--- config.mk ---
export PLATFORM = sky130hd
export DESIGN_NAME = alu_result_router
export DESIGN_NICKNAME = d
export VERILOG_FILES = /design/src/rtl/alu_result_router.sv
export SDC_FILE = /design/constraint.sdc
export NUM_CORES = 1
export LEC_CHECK = 0
export ABC_CLOCK_PERIOD_IN_PS = 3160
export BUFFER_PORTS_ARGS = -buffer_cell sky130_fd_sc_hd__buf_2
export CAP_MARGIN = 40
export CORE_MARGIN = 2
export CORE_UTILIZATION = 58
export DETAILED_ROUTE_END_ITERATION = 10
export GPL_TIMING_DRIVEN = 0
export MAX_ROUTING_LAYER = met4
export PLACE_DENSITY = 0.86
export SETUP_SLACK_MARGIN = 0.4
export SYNTH_ARGS = -nofsm -noshare
export SYNTH_HDL_FRONTEND = slang
export SYNTH_SLANG_ARGS = --single-unit
--- constraint.sdc ---
create_clock -name clk -period 3.16 [get_ports clk]
set_clock_uncertainty 0.15 [all_clocks]
set_input_delay 0.79 -clock clk [delete_from_list [all_inputs] [get_ports clk]]
set_output_delay 0.79 -clock clk [all_outputs]
set_load 0.02 [all_outputs]
--- src/rtl/alu_result_router.sv ---
// ALU result router for the multi-cycle RV32I core: phase captures, load/store handshake, writeback/PC commit.
// Optional misaligned-access/target trap output enabled by defining RV32I_MISALIGN_TRAP_EN.
`timescale 1ns/1ps

package rv32i_pkg;
   typedef enum logic [2:0] {
      FETCH_S1     = 3'd0,
      DECODE_S2    = 3'd1,
      EXECUTE_S3   = 3'd2,
      MEMORY_S4    = 3'd3,
      WRITEBACK_S5 = 3'd4
   } RV32I_CONTROL_UNIT_FSM_t;

   typedef enum logic [6:0] {
      R_TYPE      = 7'b0110011,
      I_TYPE      = 7'b0010011,
      I_LOAD_TYPE = 7'b0000011,
      I_JALR_TYPE = 7'b1100111,
      S_TYPE      = 7'b0100011,
      B_TYPE      = 7'b1100011,
      U_LUI_TYPE  = 7'b0110111,
      U_AUI_TYPE  = 7'b0010111,
      J_TYPE      = 7'b1101111
   } RV32I_OPCODE_t;
endpackage

module alu_result_router
   import rv32i_pkg::*;
#(
   parameter int XLEN = 32
)
(
   input  logic                    clk,
   input  logic                    rst,
   input  RV32I_CONTROL_UNIT_FSM_t control_unit_state,
   input  RV32I_OPCODE_t           opcode,
   input  logic [2:0]              funct3,
   input  logic [XLEN-1:0]         alu_result,
   input  logic                    branch_taken,
   input  logic [XLEN-1:0]         rs2,
   input  logic [XLEN-1:0]         mem_rdata,
   input  logic                    mem_ready,
   output logic [XLEN-1:0]         mem_addr,
   output logic [XLEN-1:0]         mem_wdata,
   output logic [3:0]              mem_be,
   output logic                    mem_re,
   output logic                    mem_we,
   output logic                    stall,
   output logic [XLEN-1:0]         rd_wdata,
   output logic                    rd_we,
   output logic [XLEN-1:0]         pc_next,
   output logic                    pc_we
`ifdef RV32I_MISALIGN_TRAP_EN
   ,
   output logic                    misalign
`endif
);

   typedef enum logic [1:0] {
      IDLE     = 2'd0,
      MEM_REQ  = 2'd1,
      MEM_WAIT = 2'd2
   } mem_state_t;

   mem_state_t              mem_state;
   mem_state_t              mem_state_nxt;
   RV32I_CONTROL_UNIT_FSM_t prev_state;

   logic [XLEN-1:0] pc_plus4_q;
   logic [XLEN-1:0] target_q;
   logic [XLEN-1:0] exec_q;
   logic [XLEN-1:0] load_q;
   logic            taken_q;
   logic            is_load_q;

   logic            mem_entry;
   logic            wb_entry;
   logic            is_mem_op;
   logic            mis_cond;

   logic            wb_rd_we;
   logic [XLEN-1:0] wb_rd_data;
   logic [XLEN-1:0] wb_pc;

   // Byte enables for a store at byte offset off within the word.
   function automatic logic [3:0] store_be(input logic [2:0] f3, input logic [1:0] off);
      case (f3[1:0])
         2'b00:   store_be = 4'b0001 << off;
         2'b01:   store_be = 4'b0011 << off;
         default: store_be = 4'b1111;
      endcase
   endfunction

   function automatic logic [XLEN-1:0] store_data(input logic [2:0] f3, input logic [XLEN-1:0] d);
      case (f3[1:0])
         2'b00:   store_data = {4{d[7:0]}};
         2'b01:   store_data = {2{d[15:0]}};
         default: store_data = d;
      endcase
   endfunction

   // Lane-select the addressed byte/half and extend it to a full register.
   function automatic logic [XLEN-1:0] load_extend(input logic [2:0] f3,
                                                   input logic [XLEN-1:0] word,
                                                   input logic [1:0] off);
      logic [XLEN-1:0]   shifted;
      logic signed [7:0]  sbyte;
      logic signed [15:0] shalf;
      shifted = word >> {off, 3'b000};
      sbyte   = shifted[7:0];
      shalf   = shifted[15:0];
      case (f3)
         3'b000:  load_extend = XLEN'(sbyte);
         3'b001:  load_extend = XLEN'(shalf);
         3'b100:  load_extend = {{(XLEN-8){1'b0}}, shifted[7:0]};
         3'b101:  load_extend = {{(XLEN-16){1'b0}}, shifted[15:0]};
         default: load_extend = shifted;
      endcase
   endfunction

   assign mem_entry = (control_unit_state == MEMORY_S4)    && (prev_state != MEMORY_S4);
   assign wb_entry  = (control_unit_state == WRITEBACK_S5) && (prev_state != WRITEBACK_S5);
   assign is_mem_op = (opcode == I_LOAD_TYPE) || (opcode == S_TYPE);

   // Phase captures: each value is usable from the cycle after its phase.
   always_ff @(posedge clk) begin
      if (rst) begin
         prev_state <= FETCH_S1;
         pc_plus4_q <= '0;
         target_q   <= '0;
         exec_q     <= '0;
         load_q     <= '0;
         taken_q    <= 1'b0;
         is_load_q  <= 1'b0;
      end else begin
         prev_state <= control_unit_state;
         case (control_unit_state)
            FETCH_S1:   pc_plus4_q <= alu_result;
            DECODE_S2:  target_q   <= alu_result;
            EXECUTE_S3: begin
               exec_q  <= alu_result;
               taken_q <= branch_taken;
            end
            default: ;
         endcase
         if (mem_entry)
            is_load_q <= (opcode == I_LOAD_TYPE);
         if ((mem_state == MEM_WAIT) && mem_ready && is_load_q)
            load_q <= mem_rdata;
      end
   end

   // Memory handshake FSM
   always_ff @(posedge clk) begin
      if (rst)
         mem_state <= IDLE;
      else
         mem_state <= mem_state_nxt;
   end

   always_comb begin
      mem_state_nxt = mem_state;
      case (mem_state)
         IDLE:     if (mem_entry && is_mem_op && !mis_cond) mem_state_nxt = MEM_REQ;
         MEM_REQ:  mem_state_nxt = MEM_WAIT;
         MEM_WAIT: if (mem_ready) mem_state_nxt = IDLE;
         default:  mem_state_nxt = IDLE;
      endcase
   end

   // A ready strobe during MEM_REQ is deliberately not looked at.
   always_comb begin
      mem_re    = (mem_state == MEM_REQ) &&  is_load_q;
      mem_we    = (mem_state == MEM_REQ) && !is_load_q;
      stall     = (mem_state == MEM_REQ) || ((mem_state == MEM_WAIT) && !mem_ready);
      mem_addr  = {exec_q[XLEN-1:2], 2'b00};
      mem_be    = 4'b0000;
      mem_wdata = '0;
      if ((mem_state != IDLE) && !is_load_q) begin
         mem_be    = store_be(funct3, exec_q[1:0]);
         mem_wdata = store_data(funct3, rs2);
      end
   end

   // Writeback/PC selection
   always_comb begin
      wb_rd_we   = 1'b0;
      wb_rd_data = exec_q;
      wb_pc      = pc_plus4_q;
      case (opcode)
         R_TYPE, I_TYPE, U_LUI_TYPE, U_AUI_TYPE: begin
            wb_rd_we   = 1'b1;
            wb_rd_data = exec_q;
         end
         J_TYPE: begin
            wb_rd_we   = 1'b1;
            wb_rd_data = pc_plus4_q;
            wb_pc      = exec_q;
         end
         I_JALR_TYPE: begin
            wb_rd_we   = 1'b1;
            wb_rd_data = pc_plus4_q;
            wb_pc      = {exec_q[XLEN-1:1], 1'b0};
         end
         I_LOAD_TYPE: begin
            wb_rd_we   = 1'b1;
            wb_rd_data = load_extend(funct3, load_q, exec_q[1:0]);
         end
         B_TYPE:  wb_pc = taken_q ? target_q : pc_plus4_q;
         default: ;
      endcase
      if (mis_cond) begin
         wb_rd_we = 1'b0;
         wb_pc    = pc_plus4_q;
      end
   end

   // Registered single-cycle commit on entry to WRITEBACK_S5
   always_ff @(posedge clk) begin
      if (rst) begin
         rd_we    <= 1'b0;
         pc_we    <= 1'b0;
         rd_wdata <= '0;
         pc_next  <= '0;
      end else begin
         rd_we <= 1'b0;
         pc_we <= 1'b0;
         if (wb_entry) begin
            rd_we    <= wb_rd_we;
            pc_we    <= 1'b1;
            rd_wdata <= wb_rd_data;
            pc_next  <= wb_pc;
         end
      end
   end

`ifdef RV32I_MISALIGN_TRAP_EN
   logic misalign_q;

   always_comb begin
      mis_cond = 1'b0;
      case (opcode)
         I_LOAD_TYPE, S_TYPE: begin
            case (funct3[1:0])
               2'b01:   mis_cond = exec_q[0];
               2'b10:   mis_cond = (exec_q[1:0] != 2'b00);
               default: mis_cond = 1'b0;
            endcase
         end
         J_TYPE, I_JALR_TYPE: mis_cond = exec_q[1];
         B_TYPE:              mis_cond = taken_q && target_q[1];
         default:             mis_cond = 1'b0;
      endcase
   end

   // Sticky until the next instruction fetch.
   always_ff @(posedge clk) begin
      if (rst)
         misalign_q <= 1'b0;
      else if (control_unit_state == FETCH_S1)
         misalign_q <= 1'b0;
      else if (((control_unit_state == MEMORY_S4) || (control_unit_state == WRITEBACK_S5)) && mis_cond)
         misalign_q <= 1'b1;
   end

   assign misalign = misalign_q;
`else
   assign mis_cond = 1'b0;
`endif

endmodule

## After elaboration in Yosys (flattened, before gate mapping)

Index checks and enable logic that the tools add are counted.
Widths: inputs -> output; s select.

- Bits of input ports: 113
- Register bits: 201

- Reduce and logical (&&, ||, !) cells: 22
- Muxes and demuxes: 13
- Eq/ne operators: 23
- Shift operators: 3
- Bitwise operators: 1

Operators by type and width:

| kind | count |
|---|---|
| $pmux 32 s2 | 2 |
| $pmux 32 s4 | 1 |
| $pmux 32 s3 | 1 |
| $mux 32 | 2 |
| $shr 32x5->32 | 1 |
| $eq 7x6->1 const B | 3 |
| $eq 7x7->1 const B | 3 |
| $eq 7x5->1 const B | 2 |
| $eq 3x3->1 const B | 3 |
| $logic_and 1x1->1 | 9 |
| $pmux 4 s2 | 1 |
| $eq 7x2->1 const B | 1 |
| $reduce_or 7->1 | 1 |
| $eq 3x1->1 const B | 2 |
| $eq 3x2->1 const B | 2 |
| $logic_not 3->1 | 2 |
| $pmux 2 s3 | 1 |
| $eq 2x1->1 const B | 2 |
| $logic_not 2->1 | 2 |
| $mux 2 | 2 |
| $mux 4 | 1 |
| $ne 2x2->1 const B | 2 |
| $reduce_or 2->1 | 2 |
| $shl 1x2->4 const A | 1 |
| other kinds (10) | 13 |

## Longest topological paths before layout

- Depth after elaboration: 5
- Mapped depth: 7
- Mapped depth without buffers: 4

## Worst setup path after synthesis

No wires, ideal clock.

- Kind: input to output
- Start: input port funct3[0]
- End: output port mem_wdata[10]
- Path slack: 0.337 ns
- Data arrival time: 1.883 ns
- Stages on the path: 6
- Required time: 2.220 ns
- Cells stage by stage: buf_2 -> or2_2 -> clkbuf_1 -> buf_2 -> nand2_1 -> a21oi_1

- Word-level cells in the longest chain between the ends: 3
- Elaborated cells between the ends (all ways): 4
- Those cells by class: eq/ne: 1; mux: 2; reduce/logical: 1

RTL lines:

| element | line | text |
|---|---|---|
| start: declaration | 37 | `input logic [2:0] funct3,` |
| $eq 2x1->1 or $logic_not 2->1 (tied branches) | 95 | `case (f3[1:0])` |
| $pmux 32 s2 * | 95 |  |
| $mux 32 * | 179 | `if ((mem_state != IDLE) && !is_load_q) begin` |
| end: declaration | 44 | `output logic [XLEN-1:0] mem_wdata,` |

Mark *: on every way between the ends. The rest lies on a longest branch, timed or not.

## Final worst setup path

- Start: register mem_state[1]
- End: output port mem_wdata[18]

- Word-level cells in the longest chain between the ends: 3

RTL lines:

| element | line | text |
|---|---|---|
| start: declaration | 65 | `mem_state_t mem_state;` |
| start signal: assignment | 158 | `mem_state <= mem_state_nxt;` |
| $reduce_bool 2->1 | 179 |  |
| $logic_and 1x1->1 | 179 |  |
| $mux 32 | 179 |  |

No other way between the ends.

==> results.cfg <==
[global_routing]
grt_max_degree = 14
grt_pass1_wl_um = 53500
grtUsageTotal_pct = 38.7
met3_usage_pct = 7.13
use_met1_pct = 46.3
antenna_found_initial = 1
grt-busiest-layer = met2
grt_pass1_vias = 9982
met2_usage_pct = 61.2
grt.overflow.total = 0

[synth]
yosysUniqueCellTypes = 56
synthesis.area_mm2 = 0.00988
synth_edf_count = 0
syn_inst = 1250
yosys_warnings = 0
seq_area_frac_synth_pct = 40.7
avgSynthCellArea_um2 = 7.91
ys_ff_latch = 201
postSynth.asyncResetShare_pct = 0
ys.flop_type = dfxtp_1

[floorplanning]
fp.dieH_um = 135
rows = 47
die_w_um = 135
io_pins = 250
start_util_pct = 59.4
core-area_mm2 = 0.0166
die-area_mm2 = 0.0181

[clocking]
root_buffer = clkbuf_16
cts.reportedPaths.clkPinSlew_ns = 0.06
htree_levels = 1
ctsLongestPathBuffers = 3
cts_tree = done
cts-hold-fix-buffers = 0
cts.sinks = 201
cts_buffers = 22
clk_latency_ns = 0.51

[status]
status = finished clean

[cells_and_area]
fin_area_mm2 = 0.0123
drive_above_1_share_pct = 28.7
layout.nets = 1636
synthToLayoutAreaGrowth_pct = 24.8
postLayoutCoreUtil_pct = 74.1
fillCellCount = 1269
most-common-layout-cells = nand2_1, buf_2, dfxtp_1
final_common_cell = nand2_1

[timing]
finalCriticalPeriod_ns = 2.77
setup_violations = 0
rsz0062_at_grt = true
final-hold-violation-count = 0
worst_pin_slew_ns = 0.880
drv_slew = 0
postLayoutSetupSlackWorst_ns = 0.389
whs_ns = 0.308
max_freq_mhz = 361
max_slew_margin_pct = 40.9
fin_crit_sh_pct = 87.7

[power]
power_frac_comb_pct = 11.6
power_density_mw_per_mm2 = 478
total_power_mw = 5.89
p_int_mw = 4.33
p_switching_mw = 1.56
clkPwrFrac_pct = 42.8
power_frac_seq_pct = 45.6
vdd_ir_drop_max_mv = 0.359
switching_share_pct = 26.5
p_leak_nw = 5.06

[routing]
viasPerCell = 6.04
post_drt_wl_per_cell_um = 20.2
drt.antenna.violating_nets = 0
routed_wl_um = 35500
first_iter_violations = 1120
vias = 10600
drc = 0
dr.pass1.iters = 7

[hold_path]
hp-class = flop to flop
min_from = target_q[10]

[run]
cap_violations = 0

[worst_setup_path]
worstSetupStartpointType = flop
worstSetupPathType = flop to primary output
r2r_start = prev_state[2]
cp_data_arrival_time_ns = 1.83
crit_start = mem_state[1]
cp_max_fo = 10
critPathRequiredTime_ns = 2.22
end_kind = primary output

[placement]
pre_cts_ws_ns = -0.0100
placed_cell_area_mm2 = 0.0114
dp_hpwl_um = 26300
numPortBuffers = 243
gp_congestion = 1.04
-- per-stage QoR --
step,instances,setup TNS [ns]
floorplan,1251,0
global placement,1714,0
detailed placement,1715,-0.0100
CTS,1754,0
global route,1758,0
finish,1758,0
-- worst paths after layout --
| path | to | slack [ns] | cells after the start |
|---|---|---|---|
| max | mem_wdata[18] | 0.39 | 5 |
| min | target_q[10] | 0.31 | 2 |
| max reg2reg | pc_next[30] | 1.08 | 6 |
| min reg2reg | target_q[10] | 0.31 | 2 |
-- metal layers --
layer / up-vias / wire length (um)
met2: 786 / 15800
li1: 4845 / -
met5: - / 0
met4: 0 / 2450
met3: 167 / 4070
met1: 4825 / 13100
-- logic make-up (layout without fill, tap and decap cells) --
logic type / count (synthesis) / after routing / synth area share, %
buf+inv: 169 / 455 / 8.73
other cells: 1 / 3 / 0.0379
flops: 201 / 201 / 40.7
compound gates: 358 / 358 / 25.9
mux: 42 / 42 / 4.53
xor+xnor: 1 / 1 / 0.0886
simple gates: 478 / 478 / 20.0
-- timing repair --
item,4_1_cts,5_1_grt
setup endpoints to repair,36,24
buffers inserted,1,3
pin swaps,1,6
gates resized for setup,45,19
-- cell type report --
cell class | instances | area [um2] | area share [%]
multi-input combinational | 881 | 5070 | 41.2
sequential | 201 | 4030 | 32.7
timing repair buffer | 248 | 1270 | 10.3
buffer | 147 | 895 | 7.25
clock buffer | 30 | 622 | 5.04
tap | 220 | 275 | 2.23
inverter | 22 | 82.6 | 0.670
clock inverter | 8 | 78.8 | 0.639
antenna | 1 | 2.50 | 0.0203
-- critical path, stage by stage (launching register included) --
cell and delay (ns):
dfxtp_1 0.43, o21ai_1 0.15, buf_6 0.17, clkbuf_8 0.17
nor2_2 0.20, buf_2 0.20
-- registers in the layout, indices dropped and copies added, names as in the netlist --
name and count:
exec_q 32, is_load_q 1, load_q 32, mem_state 2
pc_next 32, pc_plus4_q 32, pc_we 1, prev_state 3
rd_wdata 32, rd_we 1, taken_q 1, target_q 32
-- synthesized netlist by cell type, drive strengths merged, types with 13 or more instances --
| cell | count | share of area [%] |
|---|---|---|
| o21ai | 13 | 0.66 |
| a31oi | 24 | 1.5 |
| mux2i | 32 | 3.2 |
| clkbuf | 71 | 2.7 |
| inv | 22 | 0.84 |
| o21bai | 17 | 1.3 |
| a311oi | 16 | 1.6 |
| dfxtp | 201 | 41 |
| nand3 | 19 | 0.96 |
| a211oi | 41 | 4.5 |
| a21o | 16 | 1.2 |
| o211ai | 22 | 2.1 |
| nor3 | 20 | 1.0 |
| a221oi | 32 | 3.5 |
| a21oi | 164 | 8.3 |
| nor2 | 90 | 3.5 |
| nand2 | 318 | 12 |
| buf | 76 | 5.2 |
-- power by group through the flow --
stage               logic, mW  registers [mW]  clock network (mW)
floorplan               0.354            2.77                   0
global placement        0.632            2.74                   0
detailed placement      0.646            2.74                   0
CTS                     0.666            2.68                2.51
global route            0.735            2.69                2.62
finish                  0.686            2.69                2.52
Note: power is estimated with default switching activity, not from simulation.
